File: src/rtl/alu32.sv
// 32-bit ALU: add/sub, bitwise logic and barrel shifts computed combinationally,
// with the result and carry/shift-out flag registered on the rising clock edge.
module alu32 (
    input  logic        clk,
    input  logic        rst_n,
    input  logic [31:0] a,
    input  logic [31:0] b,
    input  logic [2:0]  control,
    output logic [31:0] dout,
    output logic        cout
);

    typedef enum logic [2:0] {
        OP_ADD = 3'b000,
        OP_SUB = 3'b001,
        OP_AND = 3'b010,
        OP_OR  = 3'b011,
        OP_XOR = 3'b100,
        OP_SLL = 3'b101,
        OP_SRL = 3'b110,
        OP_SRA = 3'b111
    } op_e;

    logic [4:0]  sh;
    logic        is_sub;
    logic [31:0] b_eff;
    logic [32:0] sum;
    logic [32:0] sll_ext;
    logic [32:0] srl_ext;
    logic [32:0] sra_ext;
    logic [31:0] next_dout;
    logic        next_cout;

    assign sh     = b[4:0];
    assign is_sub = (control == OP_SUB);

    // Subtract is a + ~b + 1; the carry-in supplies the +1, so cout=1 means no borrow.
    assign b_eff = is_sub ? ~b : b;
    assign sum   = {1'b0, a} + {1'b0, b_eff} + {32'd0, is_sub};

    // One extra bit beyond the word catches the last bit shifted out; it stays
    // zero for a shift of 0.
    assign sll_ext = {1'b0, a} << sh;
    assign srl_ext = {a, 1'b0} >> sh;
    assign sra_ext = $unsigned($signed({a, 1'b0}) >>> sh);

    always_comb begin
        next_dout = 32'd0;
        next_cout = 1'b0;
        case (op_e'(control))
            OP_ADD, OP_SUB: begin
                next_dout = sum[31:0];
                next_cout = sum[32];
            end
            OP_AND: next_dout = a & b;
            OP_OR:  next_dout = a | b;
            OP_XOR: next_dout = a ^ b;
            OP_SLL: begin
                next_dout = sll_ext[31:0];
                next_cout = sll_ext[32];
            end
            OP_SRL: begin
                next_dout = srl_ext[32:1];
                next_cout = srl_ext[0];
            end
            OP_SRA: begin
                next_dout = sra_ext[32:1];
                next_cout = sra_ext[0];
            end
            default: begin
                next_dout = 32'd0;
                next_cout = 1'b0;
            end
        endcase
    end

    always_ff @(posedge clk or negedge rst_n) begin
        if (!rst_n) begin
            dout <= 32'd0;
            cout <= 1'b0;
        end else begin
            dout <= next_dout;
            cout <= next_cout;
        end
    end

endmodule

File: config.mk
export PLATFORM = sky130hd
export DESIGN_NAME = alu32
export DESIGN_NICKNAME = d
export VERILOG_FILES = /design/src/rtl/alu32.sv
export SDC_FILE = /design/constraint.sdc
export NUM_CORES = 1
export LEC_CHECK = 0
export ABC_CLOCK_PERIOD_IN_PS = 800
export BUFFER_PORTS_ARGS = -buffer_cell sky130_fd_sc_hd__buf_2
export CORE_MARGIN = 3
export CORE_UTILIZATION = 29
export DETAILED_ROUTE_END_ITERATION = 8
export HOLD_SLACK_MARGIN = 0.15
export PLACE_DENSITY = 0.55
export SYNTH_ARGS = -nofsm -noshare
export SYNTH_HDL_FRONTEND = slang
export SYNTH_SLANG_ARGS = --single-unit
File: constraint.sdc
create_clock -name clk -period 0.8 [get_ports clk]
set_input_delay 0.04 -clock clk [delete_from_list [all_inputs] [get_ports clk]]
set_output_delay 0.04 -clock clk [all_outputs]
set_load 0.05 [all_outputs]
* Yosys cells after proc, flatten, opt, wreduce, memory -nomap -nowiden *
Index checks and enable logic that the tools add are counted.

word-level totals
  logic and storage cells = 23
  input bits = 69
  output and inout port bits = 33
  flip-flop bits (word level) = 33

cells by class
  equality and inequality tests = 7
  multiplexer cells = 3
  $add $sub $neg = 2
  shifts and indexed selects = 3
  reduce and logical (&&, ||, !) cells = 2
  bitwise gates (word level) = 4

operator list
  kind                                                                   count
  32-bit case mux with 7 select lines                                    1
  32-bit by 32-bit adder with 33-bit output                              1
  33-bit by 1-bit adder with 33-bit output                               1
  32-bit by 5-bit left shift with 33-bit output                          1
  33-bit by 5-bit right shift with 33-bit output                         1
  33-bit by 5-bit >>> shifter with 33-bit output                         1
  32-bit bitwise AND                                                     1
  32-bit 2-to-1 mux                                                      1
  32-bit inverter                                                        1
  32-bit bitwise OR                                                      1
  32-bit bitwise XOR                                                     1
  3-bit equality test, second input constant                             4
  3-bit by 2-bit equality test with 1-bit output, second input constant  2
  1-bit case mux with 4 select lines                                     1
  3-bit by 1-bit equality test with 1-bit output, second input constant  1
  3-bit logical NOT                                                      1
  2-bit OR reduction                                                     1

* Logic depth before layout (Yosys ltp) *
Gate-level depths: netlist of run 1.

  depth after elaboration = 5
  gate-level depth with buffers = 14
  mapped depth without buffers = 12

* Least setup slack after synthesis of run 1 *
Ideal clock, no wire load.

  path kind = in2reg
  start = in b[2]
  end = reg dout[23]
  stages on the path = 14
  data arrival time = 2.937 ns
  path slack = -2.263 ns
  setup time = 0.126 ns
  path buffers = 3
  required time = 0.674 ns
  cells stage by stage = buf_2 inv_2 buf_1 clkbuf_1 xnor2_1 ha_1 and3_1 a32o_1 o21ai_1 nand3b_1 a21oi_1 nor2_1 xnor2_1 a221o_1

on the way
  cells in the longest elaborated chain, start to end = 5
  elaborated cells on any way between the ends = 8
  those cells by class = 2 x add/sub; 3 x shift; 2 x mux; 1 x bitwise

RTL lines
  item                                       RTL line  text
  start, declared                            7         input logic [31:0] b,
  32-bit inverter                            38        assign b_eff = is_sub ? ~b : b;
  32-bit 2-to-1 mux                          38
  32-bit by 32-bit adder with 33-bit output  39        assign sum = {1'b0, a} + {1'b0, b_eff} + {32'd0, is_sub};
  33-bit by 1-bit adder with 33-bit output   39
  32-bit case mux with 7 select lines *      50        case (op_e'(control))
  via next_dout[23]                          31        logic [31:0] next_dout;
  end signal, assigned                       82        dout <= next_dout;
  end, declared                              9         output logic [31:0] dout,

Mark *: on every way through the listed nets, which the timed path passes. The rest lies on a longest branch.

* Worst setup path after layout of run 1 *
  start = in control[2]
  end = reg dout[27]

on the way
  cells in the longest elaborated chain, start to end = 5
  elaborated cells on any way between the ends = 13
  those cells by class = 2 x add/sub; 7 x eq/ne; 2 x mux; 2 x reduce/logical

RTL lines
  item                                            RTL line  text
  start, declared                                 8         input logic [2:0] control,
  3-bit by 1-bit equality test with 1-bit output  35, 50
  32-bit 2-to-1 mux                               38
  32-bit by 32-bit adder with 33-bit output       39
  33-bit by 1-bit adder with 33-bit output        39
  32-bit case mux with 7 select lines *           50
  via next_dout[27]                               31

Marked as above.

==> out/metrics.cfg, run 1 <==
[status]
status = finished with violations
violations = setup timing

[critical_path]
cpMaxStageDelayCell = a221oi_4
worst-endpoint-required_ns = 0.94
max_stage_delay_ns = 0.32
worstPathArrival_ns = 2.73
worst_setup_path_end_kind = flip-flop
crit_start = control[2]
path_max_fanout = 19
cp-endpoint = dout[27]
path_cells = buf_2, nor3b_4, buf_12, xnor2_1, ha_1, and4_4, and2_4, a221oi_4, nand3b_1, a21oi_2, o31ai_1, buf_4, xnor2_2, o221ai_1
path_class = in -> reg
start_kind = primary input

[die]
num_rows = 62
num_io_pins = 102
die_area_um2 = 31800
dieWidth_um = 178
coreArea_um2 = 28900
die_height_um = 178
initial_core_util_pct = 29.7

[place]
placed_cell_area_um2 = 12300
gp_congestion = 1.02
post-place-ws_ns = -2.13
dp_hpwl_um = 34500
io_buffers = 101

[power_and_ir_drop]
total_power_mw = 15.6
p_leak_nw = 6.14
powerDensity_nw_per_um2 = 1190
ir_drop_mv = 0.849

[clock_network]
cts-root-buf = clkbuf_16
cts_buffer_depth = 2
cts-buffers-inserted = 5
cts_tree = done
clk_pin_slew_worst_paths_ns = 0.07
cts.sinks = 33
htreeDepth = 2

[final_layout]
final_nets = 1686
fillerInstances = 2905
antenna_cells = 0
drive_above_1_share_pct = 41.1
layout.area.seq_um2 = 826
areaGrowthSynthToFinish_pct = 52.1
multi_input_area_um2 = 7470
fin_area_um2 = 13100

[global_route]
gr-total-overflow = 0
grt_pass1_wl_um = 63500
grt_antenna_before_repair = 2
grt_pass1_vias = 10500
grt.total_usage_pct = 26.3
grt_max_degree = 73

[logic_synthesis]
synth_edf_count = 0
synth-seq-cells = 33
avgSynthCellArea_um2 = 7.75
async_flop_share_pct = 100
yosysWarningCount = 0
ys_seq_area_share_pct = 9.60
synth_area_um2 = 8600
syn_nets = 1276
synth_cell_types = 70
netlist_instances = 1110
synth_ff_type = dfrtp_1

[routing]
drt_iter0_markers = 1177
first_pass_iters = 7
vias = 10700
wire_per_inst_um = 22.5
vias_per_cell = 5.62
wl_um = 42800
drc = 0
drtAntennaViolNets = 0

[sta]
min_period_ns = 2.59
period_share_pct = 324
hold_viol_final = 0
setup_viol = 66
rsz0062_at_grt = true
relSlewSlack_pct = 41.9
max_freq_mhz = 385
slew_violations = 0
fin_ws_ns = -1.79
tightest_slew_ns = 0.866

[flow_run]
drv_cap = 0

[hold_path]
hold_class = in -> async

[worst max-delay path, delay by kind of cell]
kind,cells,cell delay (ns)
xor gates and xnor gates,2,0.26
and+or+nand+nor,4,0.83
buffers and inverters,3,0.47
adders and majority gates,1,0.29
AOI/OAI and AO/OA,4,0.78
[logic make-up after synthesis]
kind of cell	synth area share (%)
and+or+nand+nor	15.1
buffers and inverters	7.61
xor gates and xnor gates	5.60
muxes	20.4
DFF	9.60
AOI/OAI and AO/OA	27.5
adders and majority gates	14.2
[synthesized netlist by cell type (all sizes together) (6+ instances only)]
library cell,number,area [um^2]
inv,68,255
buf,36,189
mux2i,46,460
o21bai,9,67.6
nor2,100,378
and3,7,43.8
a21o,23,173
xor2,10,87.6
clkbuf,53,199
nand2,106,398
a22oi,7,52.6
a211oi,22,165
a221oi,10,87.6
xnor2,45,394
mux2,8,90.1
nor3,20,105
and2,8,50.1
ha,96,1200
a21oi,99,495
o221ai,9,78.8
dfrtp,33,826
nand3,13,65.1
a31oi,10,62.6
o211ai,21,158
mux4,53,1200
o2111ai,6,52.6
o21ai,86,430
a222oi,7,70.1
nand4,12,75.1
[power by group]
part	internal, mW	switching (mW)	leakage [nW]
Sequential	1.95	0.160	0.399
Clock	1.48	0.871	0.0800
Combinational	5.07	6.07	5.66
[per-layer routing]
layer  wire, um  vias up  track usage (%)
met5         21        -                0
met2      19500      452             42.7
met4       1090        4             6.40
met3       3650       78             5.21
li1           -     4967                -
met1      18500     5206             35.9
[worst min path at each step]
stage               slack, ns  depth (start not counted)  startpoint        to
floorplan               -0.26                          0       rst_n      cout
global placement         0.02                          2       rst_n      cout
detailed placement       0.02                          2       rst_n  dout[24]
CTS                      0.25                          3       rst_n  dout[24]
global route             0.27                          3       rst_n      cout
finish                   0.24                          3       rst_n  dout[31]
[flip-flops by register name, summed over array words and instances, names as in the netlist]
signal,count
cout,1
dout,32
[through the flow]
step	setup TNS, ns	util [%]	hold slack (ns)	cells
after floorplan	-44.45	-	-0.256	1110
after global placement	-59.30	42.5	0.0168	1887
after detailed placement	-60.82	42.5	0.0198	1887
after CTS	-52.23	44.7	0.247	1903
after global routing	-56.55	45.2	0.272	1905
final	-52.35	45.2	0.242	1905
[layout make-up]
cell class / instances / area share [%]
clock buffers: 5 / 0.956
clock inverters: 3 / 0.354
inverters: 71 / 2.13
multi-input cells: 917 / 57.1
flip-flops and latches: 33 / 6.31
well taps: 384 / 3.67
repair buffers: 492 / 29.5
[placed cells by master (no fill, tap or decap), drive strengths merged, types with 6 or more instances in the layout]
cell / count
dfrtp: 33
and3: 7
a211oi: 22
nor2: 100
ha: 96
a21oi: 99
nand3: 13
a22oi: 7
and2: 8
mux2: 8
o21ai: 86
o2111ai: 6
xor2: 10
nand2: 106
a21o: 23
mux4: 53
o21bai: 9
o221ai: 9
o211ai: 21
mux2i: 46
buf: 491
a222oi: 7
a31oi: 10
xnor2: 45
inv: 68
nor3: 20
nand4: 12
a221oi: 10
[timing repair]
action,in CTS,in global routing
hold buffers,1,0
gates cloned,2,0
setup endpoints to repair,66,66
pin swaps,5,0
hold endpoints to repair,33,0
resized for setup,98,25
setup buffers,5,2
Power figures use the tool's default switching activity.
==> inputs of run 2 (changes only) <==
CORE_UTILIZATION = 56   (was 29)
PLACE_DENSITY = 0.88   (was 0.55)
==> run 2 against run 1 <==
Synthesized area unchanged. The flow now stops in global routing. Synthesized cell count unchanged.
==> out/metrics.cfg, run 2 <==
[status]
status = stopped before the end  ; was finished with violations
lastStage = global routing
stop_error = [ERROR GRT-0116] Global routing finished with congestion. Check the congestion regions in the DRC Viewer.

[die]
initial_core_util_pct = 58.3  ; was 29.7%
dieWidth_um = 130  ; was 178 um
die_height_um = 130  ; was 178 um
num_io_pins = 102  ; unchanged
num_rows = 44  ; was 62

[logic_synthesis]
synth_ff_type = dfrtp_1  ; unchanged
syn_nets = 1276  ; unchanged
synth-seq-cells = 33  ; unchanged
yosysMostFrequentCell = nand2_1  ; unchanged
avgSynthCellArea_um2 = 7.75  ; unchanged
netlist.area_leader.share_pct = 14.0  ; unchanged
synth_edf_count = 0  ; unchanged
synth_top_family_by_area = compound AO/OA/AOI/OAI gates  ; unchanged
synth_area_um2 = 8600  ; unchanged
async_flop_share_pct = 100  ; unchanged
yosysWarningCount = 0  ; unchanged
muxShareOfSynthArea_pct = 20.4  ; unchanged
yosys.area_share.simple_pct = 15.1  ; unchanged
synth.area.top_cells = ha_1 14%, mux4_2 13%, dfrtp_1 9.6%  ; unchanged
netlist_instances = 1110  ; unchanged
synth_cell_types = 70  ; unchanged
ys_seq_area_share_pct = 9.60  ; unchanged
synth_common_cells = 106 x nand2_1, 99 x a21oi_1, 99 x nor2_1  ; unchanged
synth_area_leader_cell = ha_1  ; unchanged
synth_compound_area_share_pct = 27.5  ; unchanged
synth-xor-area-share_pct = 5.60  ; unchanged
synth-adder-area-share_pct = 14.2  ; unchanged

[clock_network]
htreeDepth = 2  ; unchanged
cts_buffer_depth = 2  ; unchanged
cts.sinks = 33  ; unchanged
cts-root-buf = clkbuf_16  ; unchanged
cts-buffers-inserted = 5  ; unchanged

[global_route]
grt_pass1_wl_um = 104000
grt_pass1_vias = 16600
gr-total-overflow = 127
grt.total_usage_pct = 82.4
grt_max_degree = 73

[place]
placed_cell_area_um2 = 12200  ; was 12,300 um^2
io_buffers = 101  ; unchanged
dp_hpwl_um = 35000  ; was 34,500 um
gp_congestion = 1.20  ; was 1.02

## run 2: cells by family after synthesis
group,count (synthesis)
buffers and inverters,160
adder cells (fa/ha/maj),97
multiplexers,107
flip-flops,33
XOR/XNOR,55
AND/OR/NAND/NOR,293
AO/OA/AOI/OAI,365
## run 2: layer usage
| layer | global-route usage (%) | overflow |
|---|---|---|
| met1 | 79.8 | 8 |
| met4 | 82.9 | 45 |
| met3 | 73.4 | 15 |
| met2 | 94.6 | 55 |
| met5 | 56.8 | 4 |
## run 2: through the flow
step	util, %	instances	hold slack, ns	worst slack [ns]	setup TNS, ns
4_1_cts	90.0	1739	0.252	-1.80	-53.48
3_5_place_dp	82.5	1697	0.0117	-2.16	-61.65
3_3_place_gp	82.5	1697	0.00789	-1.90	-55.75
2_1_floorplan	-	1110	-0.256	-1.65	-44.45
## run 2: timing repair
item | in CTS
setup buffers | 32
pin swaps | 46
resized for setup | 161
hold endpoints to repair | 33
setup endpoints to repair | 66
hold buffers | 1
gates cloned | 2
==> inputs of run 3 (changes only) <==
ABC_CLOCK_PERIOD_IN_PS = 1050   (was 800)
CORE_UTILIZATION = 40   (was 56)
HOLD_SLACK_MARGIN = unset   (was 0.15)
PLACE_DENSITY = unset   (was 0.88)
PLACE_DENSITY_LB_ADDON = 0.15   (was unset)
clock period = 1.05 ns   (was 0.8 ns; I/O delays follow)
==> run 3 against run 2 <==
The flow now finishes, with violations (setup timing).
==> out/metrics.cfg, run 3 (synthesis gave the netlist of run 1 again) <==
[global_route]
grt_antenna_before_repair = 1
met1_usage_pct = 49.9
grt_pass1_vias = 10600
busiest_layer = met2
grt.total_usage_pct = 34.4
use_met3_pct = 5.17
grt_pass1_wl_um = 62800
grt_max_degree = 59
met2_usage_pct = 52.9
gr-total-overflow = 0

[sta]
max_freq_mhz = 374
tns_ns = -43.34
min_period_ns = 2.68
tightest_slew_ns = 0.909
relSlewSlack_pct = 39.2
rsz0062_at_grt = true
setup_viol = 33
slew_violations = 0
fin_ws_ns = -1.63
period_share_pct = 255
hold_viol_final = 0

[critical_path]
worst-endpoint-required_ns = 1.21
path_class = in -> reg
cpMaxStageDelayCell = ha_1
start_kind = primary input
path_cells = buf_8, nor3b_4, buf_12, buf_12, buf_8, xnor2_2, ha_1, and4_4, nand4_1, a21o_1, a21oi_2, buf_4, nor4_4, o311ai_1, o31ai_1, a211o_1
max_stage_delay_ns = 0.32
worst_setup_path_end_kind = flip-flop
path_max_fanout = 5
worstPathArrival_ns = 2.84

[routing]
drtAntennaViolNets = 0
first_pass_iters = 6
wl_um = 43200
vias_per_cell = 6.02
vias = 11200
wire_per_inst_um = 23.2
drt_iter0_markers = 1271
drc = 0

[status]
violations = setup timing
status = finished with violations  ; was stopped before the end

[die]
dieWidth_um = 153  ; was 130 um
initial_core_util_pct = 40.8  ; was 58.3%
num_io_pins = 102  ; unchanged
num_rows = 53  ; was 44
coreArea_um2 = 21100
die_height_um = 153  ; was 130 um
die_area_um2 = 23300

[final_layout]
antenna_cells = 0
largest_register_ffs = 32
drive_above_1_share_pct = 46.8
stdcell_count = 1860
final_common_cell = buf_4
areaGrowthSynthToFinish_pct = 60.9
reg_top3 = dout: 32 flops, cout: 1 flops
max_flop_register = dout
fillerInstances = 1848
final_cell_mix = 403 x buf_4, 101 x nand2_1, 96 x buf_2
final_nets = 1750
fin_util_pct = 65.7

[clock_network]
cts-root-buf = clkbuf_16  ; unchanged
cts-buffers-inserted = 5  ; unchanged
clk_pin_slew_worst_paths_ns = 0.06
cts.sinks = 33  ; unchanged
cts_tree = done
cts_buffer_depth = 2  ; unchanged
htreeDepth = 2  ; unchanged

[place]
post-place-ws_ns = -1.84  ; was -2.16 ns
dp_cells = 1811  ; was 1,697
dp_hpwl_um = 33200  ; was 35,000 um
io_buffers = 101  ; unchanged
gp_congestion = 1.00  ; was 1.20

[power_and_ir_drop]
total_power_mw = 11.9
seqPwrFrac_pct = 13.0
net-switching-power_mw = 5.57
p_leak_nw = 6.57
clkPwrFrac_pct = 12.5
ir_drop_mv = 0.736
p_sw_share_pct = 46.6
powerDensity_nw_per_um2 = 863
p_int_mw = 6.38
combPwrFrac_pct = 74.5

[hold_path]
hold_class = in -> async

[flow_run]
drv_cap = 0

run 3: final timing paths:
kind	startpoint	to	slack, ns	depth (start not counted)
setup / recovery	control[1]	dout[30]	-1.63	16
max in group asynchronous	rst_n	dout[6]	0.61	3
hold / removal	rst_n	dout[30]	0.25	3
min in group clk	control[2]	dout[0]	0.25	4
run 3: power by group through the flow:
| stage | logic (mW) | registers [mW] | clock network (mW) |
|---|---|---|---|
| after floorplan | 3.56 | 2.35 | 0 |
| after global placement | 7.73 | 1.57 | 0 |
| after detailed placement | 7.76 | 1.57 | 0 |
| after CTS | 8.16 | 1.55 | 1.52 |
| after global routing | 9.38 | 1.56 | 1.57 |
| final | 8.90 | 1.55 | 1.50 |
run 3: cell type report:
class / count / area (um^2) / area share (%)
inverters: 71 / 279 / 2.02
multi-input cells: 917 / 7790 / 56.3
clock buffers: 5 / 125 / 0.904
clock inverters: 3 / 17.5 / 0.127
flip-flops and latches: 33 / 826 / 5.96
repair buffers: 556 / 4470 / 32.2
well taps: 275 / 344 / 2.48
run 3: metrics by stage:
stage	hold WS, ns	cell area [um^2]
CTS	0.265	13200
floorplan	-0.243	8950
global route	0.260	13800
finish	0.249	13800
detailed placement	0.0288	12500
global placement	0.0259	12500
run 3: timing repair:
item / in CTS / in global routing
gates cloned: 4 / 2
hold buffers: 1 / 0
pin swaps: 11 / 65
endpoints found under the hold margin: 33 / 0
gates resized for setup: 64 / 98
endpoints found under the setup margin: 33 / 33
buffers inserted: 10 / 29
run 3: metal layers:
layer / vias up / share of wire [%]
met2: 606 / 45
met3: 94 / 9.0
li1: 5100 / -
met1: 5396 / 43
met4: 2 / 3.4
met5: - / 0.030
run 3: critical path: cells and delay by family:
| family | cells | cell delay (ns) |
|---|---|---|
| compound gates | 5 | 1.09 |
| buf+inv | 5 | 0.67 |
| simple gates | 4 | 0.62 |
| fa+ha+maj | 1 | 0.32 |
| xor+xnor | 1 | 0.05 |
